`src/rtl/instr_fetch_unit_if.sv`:
```
// instr_fetch_unit_if: instruction-memory, redirect and decode-side signals of the fetch stage.
interface instr_fetch_unit_if;
    logic        imem_req;
    logic [31:0] imem_addr;
    logic        imem_gnt;
    logic        imem_rvalid;
    logic [31:0] imem_rdata;
    logic        redirect_valid;
    logic [31:0] redirect_pc;
    logic        if_valid;
    logic        if_ready;
    logic [31:0] if_instruction;
    logic [6:0]  if_opcode;
    logic [31:0] if_pc;
    modport master (
        output imem_req, imem_addr, if_valid, if_instruction, if_opcode, if_pc,
        input  imem_gnt, imem_rvalid, imem_rdata, redirect_valid, redirect_pc, if_ready
    );
    modport slave (
        input  imem_req, imem_addr, if_valid, if_instruction, if_opcode, if_pc,
        output imem_gnt, imem_rvalid, imem_rdata, redirect_valid, redirect_pc, if_ready
    );
endinterface

```
`src/rtl/instr_fetch_unit.sv`:
```
// instr_fetch_unit: RV32 fetch stage with credit-limited imem requests, instruction FIFO and redirect flush.
module instr_fetch_unit #(
    parameter logic [31:0] RESET_PC   = 32'h0000_0000,
    parameter int          FIFO_DEPTH = 4
) (
    input logic                 clk,
    input logic                 rst,
    instr_fetch_unit_if.master  bus
);
    localparam int AW = $clog2(FIFO_DEPTH);
    localparam int CW = $clog2(FIFO_DEPTH + 1);
    localparam logic [CW:0]   DEPTH_C = (CW + 1)'(FIFO_DEPTH);
    localparam logic [AW-1:0] LAST    = AW'(FIFO_DEPTH - 1);

    logic [63:0]   mem_q [FIFO_DEPTH];
    logic [AW-1:0] rd_q, rd_d, wr_q, wr_d;
    logic [CW-1:0] cnt_q, cnt_d, infl_q, infl_d, disc_q, disc_d;
    logic [31:0]   fetch_pc_q, fetch_pc_d, resp_pc_q, resp_pc_d, target;
    logic          valid, grant, push, pop, drop, req;
    logic [1:0]    unused_pc_lsb;

    function automatic logic [AW-1:0] nxt(input logic [AW-1:0] p);
        return p == LAST ? '0 : p + 1'b1;
    endfunction

    always_comb begin
        unused_pc_lsb = bus.redirect_pc[1:0];
        target        = {bus.redirect_pc[31:2], 2'b00};
        valid         = cnt_q != '0;
        // credit covers both buffered words and requests still awaiting a response
        req           = (({1'b0, cnt_q} + {1'b0, infl_q}) < DEPTH_C) && !bus.redirect_valid && !rst;
        grant         = req && bus.imem_gnt;
        drop          = bus.imem_rvalid && disc_q != '0;
        push          = bus.imem_rvalid && disc_q == '0 && !bus.redirect_valid;
        pop           = valid && bus.if_ready && !bus.redirect_valid;
        infl_d        = infl_q + CW'(grant) - CW'(bus.imem_rvalid);
        disc_d        = bus.redirect_valid ? infl_d : disc_q - CW'(drop);
        cnt_d         = bus.redirect_valid ? '0 : cnt_q + CW'(push) - CW'(pop);
        wr_d          = bus.redirect_valid ? '0 : push ? nxt(wr_q) : wr_q;
        rd_d          = bus.redirect_valid ? '0 : pop ? nxt(rd_q) : rd_q;
        fetch_pc_d    = bus.redirect_valid ? target : fetch_pc_q + (grant ? 32'd4 : 32'd0);
        resp_pc_d     = bus.redirect_valid ? target : resp_pc_q + (push ? 32'd4 : 32'd0);
        bus.imem_req       = req;
        bus.imem_addr      = fetch_pc_q;
        bus.if_valid       = valid;
        bus.if_instruction = valid ? mem_q[rd_q][31:0] : '0;
        bus.if_pc          = valid ? mem_q[rd_q][63:32] : '0;
        bus.if_opcode      = bus.if_instruction[6:0];
    end

    always_ff @(posedge clk or posedge rst) begin
        if (rst) begin
            fetch_pc_q <= RESET_PC;
            resp_pc_q  <= RESET_PC;
            cnt_q      <= '0;
            infl_q     <= '0;
            disc_q     <= '0;
            rd_q       <= '0;
            wr_q       <= '0;
        end else begin
            fetch_pc_q <= fetch_pc_d;
            resp_pc_q  <= resp_pc_d;
            cnt_q      <= cnt_d;
            infl_q     <= infl_d;
            disc_q     <= disc_d;
            rd_q       <= rd_d;
            wr_q       <= wr_d;
        end
    end

    always_ff @(posedge clk) begin
        if (push) mem_q[wr_q] <= {resp_pc_q, bus.imem_rdata};
    end
endmodule
```
`src/flat_wrapper.sv`:
```
// flat-port wrapper written by rule: the top's interface ports become plain ports
module instr_fetch_unit_flat 
#(
    parameter logic [31:0] RESET_PC   = 32'h0000_0000,
    parameter int          FIFO_DEPTH = 4
)
  (clk, rst, bus_imem_req, bus_imem_addr, bus_if_valid, bus_if_instruction, bus_if_opcode, bus_if_pc, bus_imem_gnt, bus_imem_rvalid, bus_imem_rdata, bus_redirect_valid, bus_redirect_pc, bus_if_ready);
  instr_fetch_unit_if bus_i ();
  input logic clk;
  input logic rst;
  output wire logic [$bits(bus_i.imem_req)-1:0] bus_imem_req;
  output wire logic [$bits(bus_i.imem_addr)-1:0] bus_imem_addr;
  output wire logic [$bits(bus_i.if_valid)-1:0] bus_if_valid;
  output wire logic [$bits(bus_i.if_instruction)-1:0] bus_if_instruction;
  output wire logic [$bits(bus_i.if_opcode)-1:0] bus_if_opcode;
  output wire logic [$bits(bus_i.if_pc)-1:0] bus_if_pc;
  input wire logic [$bits(bus_i.imem_gnt)-1:0] bus_imem_gnt;
  input wire logic [$bits(bus_i.imem_rvalid)-1:0] bus_imem_rvalid;
  input wire logic [$bits(bus_i.imem_rdata)-1:0] bus_imem_rdata;
  input wire logic [$bits(bus_i.redirect_valid)-1:0] bus_redirect_valid;
  input wire logic [$bits(bus_i.redirect_pc)-1:0] bus_redirect_pc;
  input wire logic [$bits(bus_i.if_ready)-1:0] bus_if_ready;
  assign bus_imem_req = bus_i.imem_req;
  assign bus_imem_addr = bus_i.imem_addr;
  assign bus_if_valid = bus_i.if_valid;
  assign bus_if_instruction = bus_i.if_instruction;
  assign bus_if_opcode = bus_i.if_opcode;
  assign bus_if_pc = bus_i.if_pc;
  assign bus_i.imem_gnt = bus_imem_gnt;
  assign bus_i.imem_rvalid = bus_imem_rvalid;
  assign bus_i.imem_rdata = bus_imem_rdata;
  assign bus_i.redirect_valid = bus_redirect_valid;
  assign bus_i.redirect_pc = bus_redirect_pc;
  assign bus_i.if_ready = bus_if_ready;
  instr_fetch_unit #(.RESET_PC(RESET_PC), .FIFO_DEPTH(FIFO_DEPTH)) u_core (.clk(clk), .rst(rst), .bus(bus_i));
endmodule
```
`config.mk`:
```
export PLATFORM = sky130hd
export DESIGN_NAME = instr_fetch_unit_flat
export DESIGN_NICKNAME = d
export VERILOG_FILES = /design/src/rtl/instr_fetch_unit_if.sv /design/src/rtl/instr_fetch_unit.sv /design/src/flat_wrapper.sv
export SDC_FILE = /design/constraint.sdc
export NUM_CORES = 1
export LEC_CHECK = 0
export ABC_AREA = 1
export CORE_UTILIZATION = 40
export CTS_BUF_LIST = sky130_fd_sc_hd__clkbuf_2 sky130_fd_sc_hd__clkbuf_4 sky130_fd_sc_hd__clkbuf_8
export CTS_CLUSTER_SIZE = 16
export DETAILED_ROUTE_END_ITERATION = 6
export GPL_ROUTABILITY_DRIVEN = 0
export PLACE_DENSITY_LB_ADDON = 0.3
export REMOVE_ABC_BUFFERS = 1
export SETUP_SLACK_MARGIN = 0.1
export SYNTH_ARGS = -nofsm -noshare
export SYNTH_HDL_FRONTEND = slang
export SYNTH_SLANG_ARGS = --single-unit
export TNS_END_PERCENT = 1
```
`constraint.sdc`:
```
create_clock -name clk -period 6.25 [get_ports clk]
set_input_delay 1.25 -clock clk [delete_from_list [all_inputs] [get_ports clk]]
set_output_delay 1.25 -clock clk [all_outputs]
set_load 0.02 [all_outputs]
```
==> results.md, run 1 <==
- Max cap viols: 0
- Cell internal pwr: 4.27 mW
- Clk Latency, worst-skew pair: 0.60 ns
- Status: complete, no violations
- Final period utilization: 75.7%
- Critical Path, Cell by Cell: buf_4 -> nor2_1 -> nor2_1 -> o21ai_0 -> a21oi_1 -> clkdlybuf4s50_1
- Die Wd: 191 µm
- DRC: 0
- Post-synth top flop: edfxtp_1
- HPWL Detailed: 20800 µm
- Post-DRT Antenna Nets: 0
- Cell variety after synth: 35
- Crit path DAT: 3.48 ns
- Setup TNS: 0 ns
- Critical R2R Capture: u_core.cnt_q[2]
- Synth top area share: 52.3%
- Sink Count: 321
- DRT iter0 DRCs: 568
- Worst Reg-to-Reg Cells: 13
- Power per Cell Area: 374 nW/µm²
- Final nets: 1670
- Die height: 191 µm
- Largest cells by area after synthesis: edfxtp_1 (52%), dfrtp_1 (13%), nor2_1 (8.8%)
- Synth Instances: 1409
- IO buf count: 168
- Crit-path max FO: 77
- Num CTS Buffers: 54
- Max Slew Vio Count: 0
- WL/cell: 16.4 µm
- Largest net degree at the start of global routing: 78
- Slew @ Worst Pin: 0.939 ns
- Critical path class: reg -> out
- Crit. End Element: output port
- Sequential fraction of the synthesis area: 65.1%
- Hold buffers post-CTS: 0
- Clock share of power: 28.7%
- Net switching power: 2.25 mW
- Post-synth top cells: nor2_1 (333), edfxtp_1 (248), nand2_1 (240), o21ai_0 (158), inv_1 (80)
- Hold EP: u_core.mem_q[1][63]
- Clk_skew: 0.0338 ns
- Drt total wl: 34100 µm
- H-tree Lvls: 2
- Initial antenna violation count: 0
- Vias in the first global route: 10375
- Worst min path class: reg -> reg
- Sequential power share: 40.0%
- Clk pin slew, worst setup/hold paths: 0.06 ns
- Critical-path top delay cell: dfrtp_4
- # Post-CTS Setup Buffers: 0
- Post-synth ARST share: 22.7%
- N_diodes: 0
- Starting Density: 40.9%
- Final core occ: 50.1%
- Startpoint Class: register
- Final hold vios: 0
- RSZ-0062 raised after global routing: false
- Final setup viols: 0
- Hold Crit Depth: 0
- Root buffer cell: clkbuf_8
- Tmin final: 4.73 ns
- Post-synth EDFFs: 248
- Synthesis-to-layout area growth: 22.4%
- Logic pwr share: 31.3%
- Pleak: 6.59 nW
- Tot Pwr: 6.52 mW
- Via Count: 10358
- Fillers: 3155
- R2r setup slk: 2.84 ns
- Core area: 34800 µm²
- TritonCTS clock tree: yes
- GRT Overall Usage: 19.0%
- Row count: 68
- Layout cell share with drive strength beyond 1: 8.17%
- Max VDD drop: 238 µV
- Post-synthesis instance area: 14200 µm²
- Synthesized flop and latch total: 321
- Count leader, synth: nor2_1
- Clock Path Buffers: 3
- Crit-path most repeated cell: nor2_1
- Vias/cell: 4.98
- GRT overflow: 0
- Synth Warn #: 0
- Synthesized area per cell: 10.1 µm²
- Hold_sp: u_core.resp_pc_q[31]
- Die Footprint: 36400 µm²
- Crit path required time: 5.00 ns
- Synth area leader: edfxtp_1
- Sw frac: 34.5%
- Max-Slew Margin vs Limit: 37.4%
- CP max stage delay: 1.00 ns
- First-pass GRT wire length: 54000 µm
- IO Count: 175
- # resized after CTS: 0
- Max Clock Freq: 211 MHz
- Reg-to-reg startpoint: u_core.cnt_q[1]
- Initial DRT Pass Iterations: 5
==> per-stage QoR <==
stage | area, µm² | hold slack [ns] | setup WS, ns | std cells
after detailed placement | 16300 | 0.551 | 2.04 | 1980
after CTS | 17400 | 0.562 | 1.47 | 2082
after floorplan | 13900 | 0.482 | 0.969 | 1344
final | 17400 | 0.553 | 1.52 | 2082
after global routing | 17400 | 0.589 | 1.22 | 2082
after global placement | 16300 | 0.539 | 2.05 | 1980
==> worst max path at each step <==
stage / start / end / slack [ns] / depth (start not counted)
2_1_floorplan: u_core.rd_q[0] / bus_if_instruction[0] / 0.97 / 3
3_3_place_gp: bus_redirect_valid / bus_imem_req / 2.05 / 3
3_5_place_dp: bus_redirect_valid / u_core.resp_pc_q[24] / 2.04 / 13
4_1_cts: u_core.rd_q[0] / bus_if_instruction[6] / 1.47 / 6
5_1_grt: u_core.rd_q[0] / bus_if_instruction[6] / 1.22 / 6
6_report: u_core.rd_q[0] / bus_if_instruction[6] / 1.52 / 6
==> layout make-up <==
type	count	area [µm²]	share of cell area, %
flip-flops and latches	321	9280	53.2
multi-input cells	940	4360	25.0
repair buffers	181	1820	10.4
clock buffers	68	861	4.94
well taps	455	569	3.27
inverters	83	313	1.79
clock inverters	34	230	1.32
==> routing by layer <==
metal / vias to the layer above / wire, µm / track usage [%]
met5: - / 0 / 0
met4: 0 / 993 / 7.38
met3: 75 / 1930 / 3.04
met2: 307 / 16200 / 32.0
met1: 4913 / 15000 / 24.7
li1: 5063 / - / -
==> placed cells by master, fill, tap and decap left out, types with 5 or more instances in the layout <==
master | synthesis | final
a21oi_1 | 68 | 68
and2_1 | 5 | 5
buf_4 | 17 | 10
clkbuf_4 | 0 | 12
clkbuf_8 | 0 | 56
clkdlybuf4s50_1 | 0 | 168
clkinv_1 | 1 | 19
clkinv_2 | 0 | 12
dfrtp_1 | 73 | 71
edfxtp_1 | 248 | 248
ha_1 | 17 | 17
inv_1 | 80 | 79
nand2_1 | 240 | 240
nand2_2 | 5 | 5
nand3_1 | 61 | 61
nor2_1 | 333 | 329
nor2_4 | 11 | 16
o21ai_0 | 158 | 158
o21bai_1 | 5 | 5
xnor2_1 | 5 | 5
==> sequential cells by signal (all words and copies together) (netlist names) <==
name,count
u_core.bus.imem_addr,30
u_core.cnt_q,3
u_core.disc_q,3
u_core.infl_q,3
u_core.mem_q,248
u_core.rd_q,2
u_core.resp_pc_q,30
u_core.wr_q,2
==> power by group through the flow <==
stage / sequential, mW / combinational, mW / clock [mW]
3_5_place_dp: 2.65 / 2.07 / 0
6_report: 2.61 / 2.04 / 1.87
3_3_place_gp: 2.64 / 2.04 / 0
5_1_grt: 2.63 / 2.23 / 2.01
4_1_cts: 2.61 / 2.08 / 1.92
2_1_floorplan: 2.64 / 1.05 / 0
==> kinds of logic after synthesis <==
kind of cell / synth area share (%)
AO/OA/AOI/OAI: 8.58
XOR/XNOR: 0.369
adder cells (fa/ha/maj): 1.77
buffers and inverters: 4.60
flip-flops: 65.1
other: 0.0263
AND/OR/NAND/NOR: 19.5
==> critical path, delay by kind of cell, from the launching register on <==
kind / cells / cell delay [ns]
buffers and inverters: 2 / 1.25
DFF: 1 / 1.00
AOI/OAI and AO/OA: 2 / 0.35
and+or+nand+nor: 2 / 0.19
No activity file was read; power rests on OpenSTA's default activity.
==> run 2: changes to the inputs <==
==> constraint.sdc (replaced) <==
create_clock -name clk -period 4.6 [get_ports clk]
set_input_delay 0.92 -clock clk [delete_from_list [all_inputs] [get_ports clk]]
set_output_delay 0.92 -clock clk [all_outputs]
set_load 0.02 [all_outputs]
==> run 2 against run 1 <==
Net effect: sequential share of layout area decreased by 0.076 points; global-route usage down 0.16 points; register-to-register slack got worse by 0.83 ns; critical path depth is 1 lower; non-clock buffer count rose by 4; largest power group unchanged; highest routed layer unchanged.
==> results.md, run 2 (same netlist as run 1, synthesis figures left out) <==
- Status: complete, no violations
- Clk pin slew, worst setup/hold paths: 0.06 ns (about the same)
- Final core occ: 50.2% (+0.072 points)
- Crit. End Element: output port
- Root buffer cell: clkbuf_8
- GRT overflow: 0 (unchanged)
- Sink Count: 321 (unchanged)
- Max-Slew Margin vs Limit: 35.6% (-1.7 points)
- RSZ-0062 raised after global routing: false
- Reg with most FFs: u_core.mem_q
- Row count: 68 (unchanged)
- Initial DRT Pass Iterations: 5 (unchanged)
- Clk Latency, worst-skew pair: 0.57 ns (-0.03 ns)
- Layout cell share with drive strength beyond 1: 8.37% (+0.19 points)
- DRC: 0 (unchanged)
- CP max stage delay: 0.72 ns (-0.28 ns)
- Hold buffers post-CTS: 0 (unchanged)
- Die height: 191 µm (unchanged)
- Synthesis-to-layout area growth: 22.5%
- First-pass GRT wire length: 53700 µm (-0.56%)
- Largest net degree at the start of global routing: 75 (-3.8%)
- Final period utilization: 87.6%
- Crit path required time: 3.68 ns (-1.32 ns)
- Drt total wl: 33800 µm (-0.84%)
- DRT iter0 DRCs: 618 (+8.8%)
- Final setup viols: 0 (unchanged)
- IO buf count: 168 (unchanged)
- Max VDD drop: 382 µV (+61%)
- Die Footprint: 36400 µm² (unchanged)
- Worst min path class: reg -> reg
- # resized after CTS: 0 (unchanged)
- Cells after DPL: 1984 (+0.20%)
- Via Count: 10328 (-0.29%)
- Pleak: 6.60 nW (about the same)
- Die Wd: 191 µm (unchanged)
- # Post-CTS Setup Buffers: 0 (unchanged)
- Vias/cell: 4.97 (-0.19%)
- TritonCTS clock tree: yes
- Clock Path Buffers: 3 (unchanged)
- N_diodes: 0 (unchanged)
- Commonest non-fill, non-tap cell in the layout: nor2_1
- Fillers: 3166 (+0.35%)
- Critical-path top delay cell: dfrtp_4
- Max Clock Freq: 248 MHz
- Max Slew Vio Count: 0 (unchanged)
- H-tree Lvls: 2 (unchanged)
- Core area: 34800 µm² (unchanged)
- Tmin final: 4.03 ns
- Vias in the first global route: 10121 (-2.4%)
- Slew @ Worst Pin: 0.964 ns (+0.0248 ns)
- Max cap viols: 0 (unchanged)
- WP buf/inv: 3 (+1)
- Top Family by Delay on Critical Path: buffers and inverters
- IO Count: 175 (unchanged)
- Final hold vios: 0 (unchanged)
- Crit path DAT: 3.11 ns (-0.37 ns)
- Setup TNS: 0 ns (unchanged)
- Starting Density: 40.9% (unchanged)
- Post-Layout Cell Count: 2080 (-0.096%)
- Initial antenna violation count: 0 (unchanged)
- Sequential cell area: 9280 µm² (unchanged)
- Most frequent cells in the layout: nor2_1 (329), edfxtp_1 (248), nand2_1 (240)
- Multi-input gate area: 4360 µm² (unchanged)
- Max FFs per register: 248 (unchanged)
- Crit-path max FO: 69 (-10%)
- Post-DRT Antenna Nets: 0 (unchanged)
- Final nets: 1674 (+0.24%)
- Power per Cell Area: 503 nW/µm² (+34%)
- Critical Path, Cell by Cell: clkinv_2 -> buf_4 -> o21ai_0 -> a21oi_1 -> clkdlybuf4s50_1
- WL/cell: 16.2 µm (-0.74%)
- GRT Overall Usage: 18.9% (-0.16 points)
- Startpoint Class: register
- Num CTS Buffers: 54 (unchanged)
- Critical path class: reg -> out
- Clk_skew: 0.0129 ns (-0.0210 ns)
- HPWL Detailed: 20100 µm (-3.5%)
- WHS: 0.574 ns (+0.0210 ns)
## run 2: cell types whose count changed in the layout (fill, tap and decap cells not counted), moves of 2 or more
cell | before | now
buf_12 | 3 | 7
clkinv_2 | 12 | 7
inv_6 | 2 | 0
clkbuf_4 | 12 | 18
clkinv_1 | 19 | 14
bufinv_16 | 3 | 1
## run 2: per-stage QoR
stage	setup WS, ns	total power [mW]	instance area, µm²
finish	0.572	8.78	17500
global route	0.324	9.27	17500
CTS	0.456	8.89	17500
detailed placement	0.930	6.44	16400
global placement	0.926	6.40	16400
floorplan	-0.351	5.02	13900
## run 2: per-layer routing
| metal | wire [µm] | global-route usage, % |
|---|---|---|
| met1 | 15300 | 26.0 |
| met2 | 15700 | 30.5 |
| met3 | 1970 | 3.13 |
| met4 | 780 | 5.97 |
| met5 | 0 | 0 |
## run 2: final timing paths
path / startpoint / to / slack, ns / cells after the start
max: u_core.rd_q[0] / bus_if_pc[30] / 0.57 / 5
min: u_core.resp_pc_q[31] / u_core.mem_q[2][63] / 0.57 / 0
max reg2reg: u_core.cnt_q[1] / u_core.cnt_q[2] / 2.01 / 13
min reg2reg: u_core.resp_pc_q[31] / u_core.mem_q[2][63] / 0.57 / 0
max in group asynchronous: rst / u_core.rd_q[0] / 2.81 / 3
min in group asynchronous: rst / u_core.resp_pc_q[4] / 0.97 / 2
## run 2: power breakdown
| part | total (mW) | switching, mW | internal, mW |
|---|---|---|---|
| Sequential | 3.51 | 0.203 | 3.31 |
| Combinational | 2.84 | 1.71 | 1.12 |
| Clock | 2.43 | 1.09 | 1.34 |
| Total | 8.78 | 3.01 | 5.77 |
## run 2: layout make-up
cell class / count / share of cell area, %
sequential: 321 / 53.2
multi-input combinational: 940 / 25.0
timing repair buffer: 185 / 10.9
clock buffer: 75 / 5.27
tap: 455 / 3.26
inverter: 83 / 1.79
clock inverter: 21 / 0.667
==> run 3: changes to the inputs <==
--- a/config.mk
+++ b/config.mk
@@ -6,8 +6,11 @@
 export NUM_CORES = 1
 export LEC_CHECK = 0
 export ABC_AREA = 1
-export CORE_UTILIZATION = 40
-export CTS_BUF_LIST = sky130_fd_sc_hd__clkbuf_2 sky130_fd_sc_hd__clkbuf_4 sky130_fd_sc_hd__clkbuf_8
+export CAP_MARGIN = 30
+export CELL_PAD_IN_SITES_DETAIL_PLACEMENT = 0
+export CELL_PAD_IN_SITES_GLOBAL_PLACEMENT = 2
+export CORE_UTILIZATION = 37
+export CTS_BUF_LIST = sky130_fd_sc_hd__clkbuf_4 sky130_fd_sc_hd__clkbuf_8
 export CTS_CLUSTER_SIZE = 16
 export DETAILED_ROUTE_END_ITERATION = 6
 export GPL_ROUTABILITY_DRIVEN = 0
==> run 3 against run 2 <==
Net effect: power is 1.8% higher; hold slack lost 0.034 ns; worst setup slack worse by 0.072 ns; sequential share of layout area decreased by 0.49 points; final cell count up 3.1%; sequential cell count is the same; clock skew is 0.014 ns higher; sequential power shrank 1%; global-route usage is 0.54 points lower; clock power increased by 5%; combinational power increased by 2%.
==> results.md, run 3 (same netlist as run 1, synthesis figures left out) <==
- Status: complete, no violations
- Layout cell share with drive strength beyond 1: 8.69% (+0.32 points)
- Clk pin slew, worst setup/hold paths: 0.06 ns (about the same)
- Final hold vios: 0 (unchanged)
- # resized after CTS: 0 (unchanged)
- Max Clock Freq: 244 MHz (-1.8%)
- Power per Cell Area: 508 nW/µm² (+0.91%)
- Clk_skew: 0.0274 ns (+0.0145 ns)
- Crit path DAT: 3.18 ns (+0.07 ns)
- Max Slew Vio Count: 0 (unchanged)
- Reg with most FFs: u_core.mem_q
- Synthesis-to-layout area growth: 23.7%
- Max FFs per register: 248 (unchanged)
- Post-Layout Cell Count: 2145 (+3.1%)
- Crit. End Element: output port
- Row count: 71 (+4.4%)
- Vias/cell: 4.72 (-5.0%)
- Crit path required time: 3.68 ns (about the same)
- Initial DRT Pass Iterations: 5 (unchanged)
- Final setup slack of the worst path: 0.500 ns (-0.0719 ns)
- Final setup viols: 0 (unchanged)
- H-tree Lvls: 2 (unchanged)
- Final nets: 1676 (+0.12%)
- Hold buffers post-CTS: 0 (unchanged)
- Max VDD drop: 226 µV (-41%)
- Core area: 37800 µm² (+8.5%)
- Num CTS Buffers: 55 (+1.9%)
- DRC: 0 (unchanged)
- HPWL Detailed: 22100 µm (+9.9%)
- Placed inst area: 16500 µm² (+0.51%)
- Drt total wl: 35700 µm (+5.8%)
- First-pass GRT wire length: 55400 µm (+3.2%)
- Fillers: 3510 (+11%)
- Pleak: 6.65 nW (+0.81%)
- Startpoint Class: register
- Cells after DPL: 2041 (+2.9%)
- # Post-CTS Setup Buffers: 0 (unchanged)
- Largest net degree at the start of global routing: 64 (-15%)
- Initial antenna violation count: 0 (unchanged)
- Die height: 198 µm (+3.9%)
- Final period utilization: 89.1% (+1.6 points)
- Max cap viols: 0 (unchanged)
- Clk Latency, worst-skew pair: 0.59 ns (+0.02 ns)
- Sink Count: 321 (unchanged)
- Tot Pwr: 8.94 mW (+1.8%)
- Setup TNS: 0 ns (unchanged)
- WL/cell: 16.7 µm (+2.6%)
- Die Wd: 198 µm (+3.9%)
- Via Count: 10119 (-2.0%)
- RSZ-0062 raised after global routing: false
- TritonCTS clock tree: yes
- Starting Density: 37.7% (-3.2 points)
- Commonest non-fill, non-tap cell in the layout: nor2_1
- Die Footprint: 39300 µm² (+8.0%)
- IO buf count: 168 (unchanged)
- Most frequent cells in the layout: nor2_1 (329), edfxtp_1 (248), nand2_1 (240)
- Multi-input gate area: 4360 µm² (unchanged)
- Root buffer cell: clkbuf_8
- Crit-path max FO: 44 (-36%)
- Slew @ Worst Pin: 0.911 ns (-0.0529 ns)
- DRT iter0 DRCs: 279 (-55%)
- Sequential cell area: 9280 µm² (unchanged)
- N_diodes: 0 (unchanged)
- Tmin final: 4.10 ns (+0.0719 ns)
- Post-DRT Antenna Nets: 0 (unchanged)
- Design Area, Final: 17600 µm² (+0.92%)
- Pre-CTS WS: 0.977 ns (+0.0465 ns)
- Critical path class: reg -> out
- WHS: 0.540 ns (-0.0338 ns)
- Worst min path class: reg -> reg
- Final core occ: 46.7% (-3.5 points)
- IO Count: 175 (unchanged)
- GRT overflow: 0 (unchanged)
- GRT Overall Usage: 18.4% (-0.54 points)
- Max-Slew Margin vs Limit: 39.1% (+3.5 points)
- Clock Path Buffers: 3 (unchanged)
- Vias in the first global route: 10118 (-0.030%)
==> run 3: cell types whose count changed in the layout (fill, tap and decap cells not counted) <==
| cell | before | now |
|---|---|---|
| bufinv_16 | 1 | 2 |
| clkinv_1 | 14 | 18 |
| inv_2 | 2 | 3 |
| inv_6 | 0 | 1 |
| clkinv_2 | 7 | 5 |
| clkdlybuf4s50_1 | 168 | 167 |
| buf_2 | 0 | 1 |
| clkbuf_4 | 18 | 20 |
| clkbuf_8 | 57 | 58 |
| buf_12 | 7 | 8 |
==> run 3: critical path: stages (launching register included) <==
cell	delay, ns
dfrtp_4	0.60
inv_2	0.49
buf_4	0.47
o21ai_0	0.16
a21oi_1	0.21
clkdlybuf4s50_1	0.65
==> run 3: cell type report <==
type	instances	share of cell area (%)
multi-input cells	940	24.7
repair buffers	186	10.9
well taps	511	3.63
inverters	83	1.77
clock inverters	26	0.938
flip-flops and latches	321	52.7
clock buffers	78	5.38
==> run 3: worst paths after layout <==
kind                                     start                      to  slack [ns]  cells past startpoint
min                        u_core.resp_pc_q[2]     u_core.mem_q[3][34]        0.54                      0
min reg2reg                u_core.resp_pc_q[2]     u_core.mem_q[3][34]        0.54                      0
min in group asynchronous                  rst         u_core.cnt_q[1]        0.85                      2
max reg2reg                    u_core.cnt_q[1]         u_core.cnt_q[2]        1.65                     12
max                             u_core.rd_q[0]  bus_if_instruction[31]        0.50                      5
max in group asynchronous                  rst     u_core.resp_pc_q[4]        2.92                      3
==> run 3: metal layers <==
layer | part of all wire, % | global-route usage (%)
met2 | 49 | 32.2
met1 | 44 | 23.1
met5 | 0 | 0
met4 | 1.5 | 4.28
met3 | 4.9 | 3.82
==> run 3: power by group <==
part	leakage, nW	switching (mW)	internal [mW]
logic	2.93	1.77	1.13
clock network	0.588	1.13	1.44
registers	3.13	0.163	3.31
total	6.65	3.06	5.88
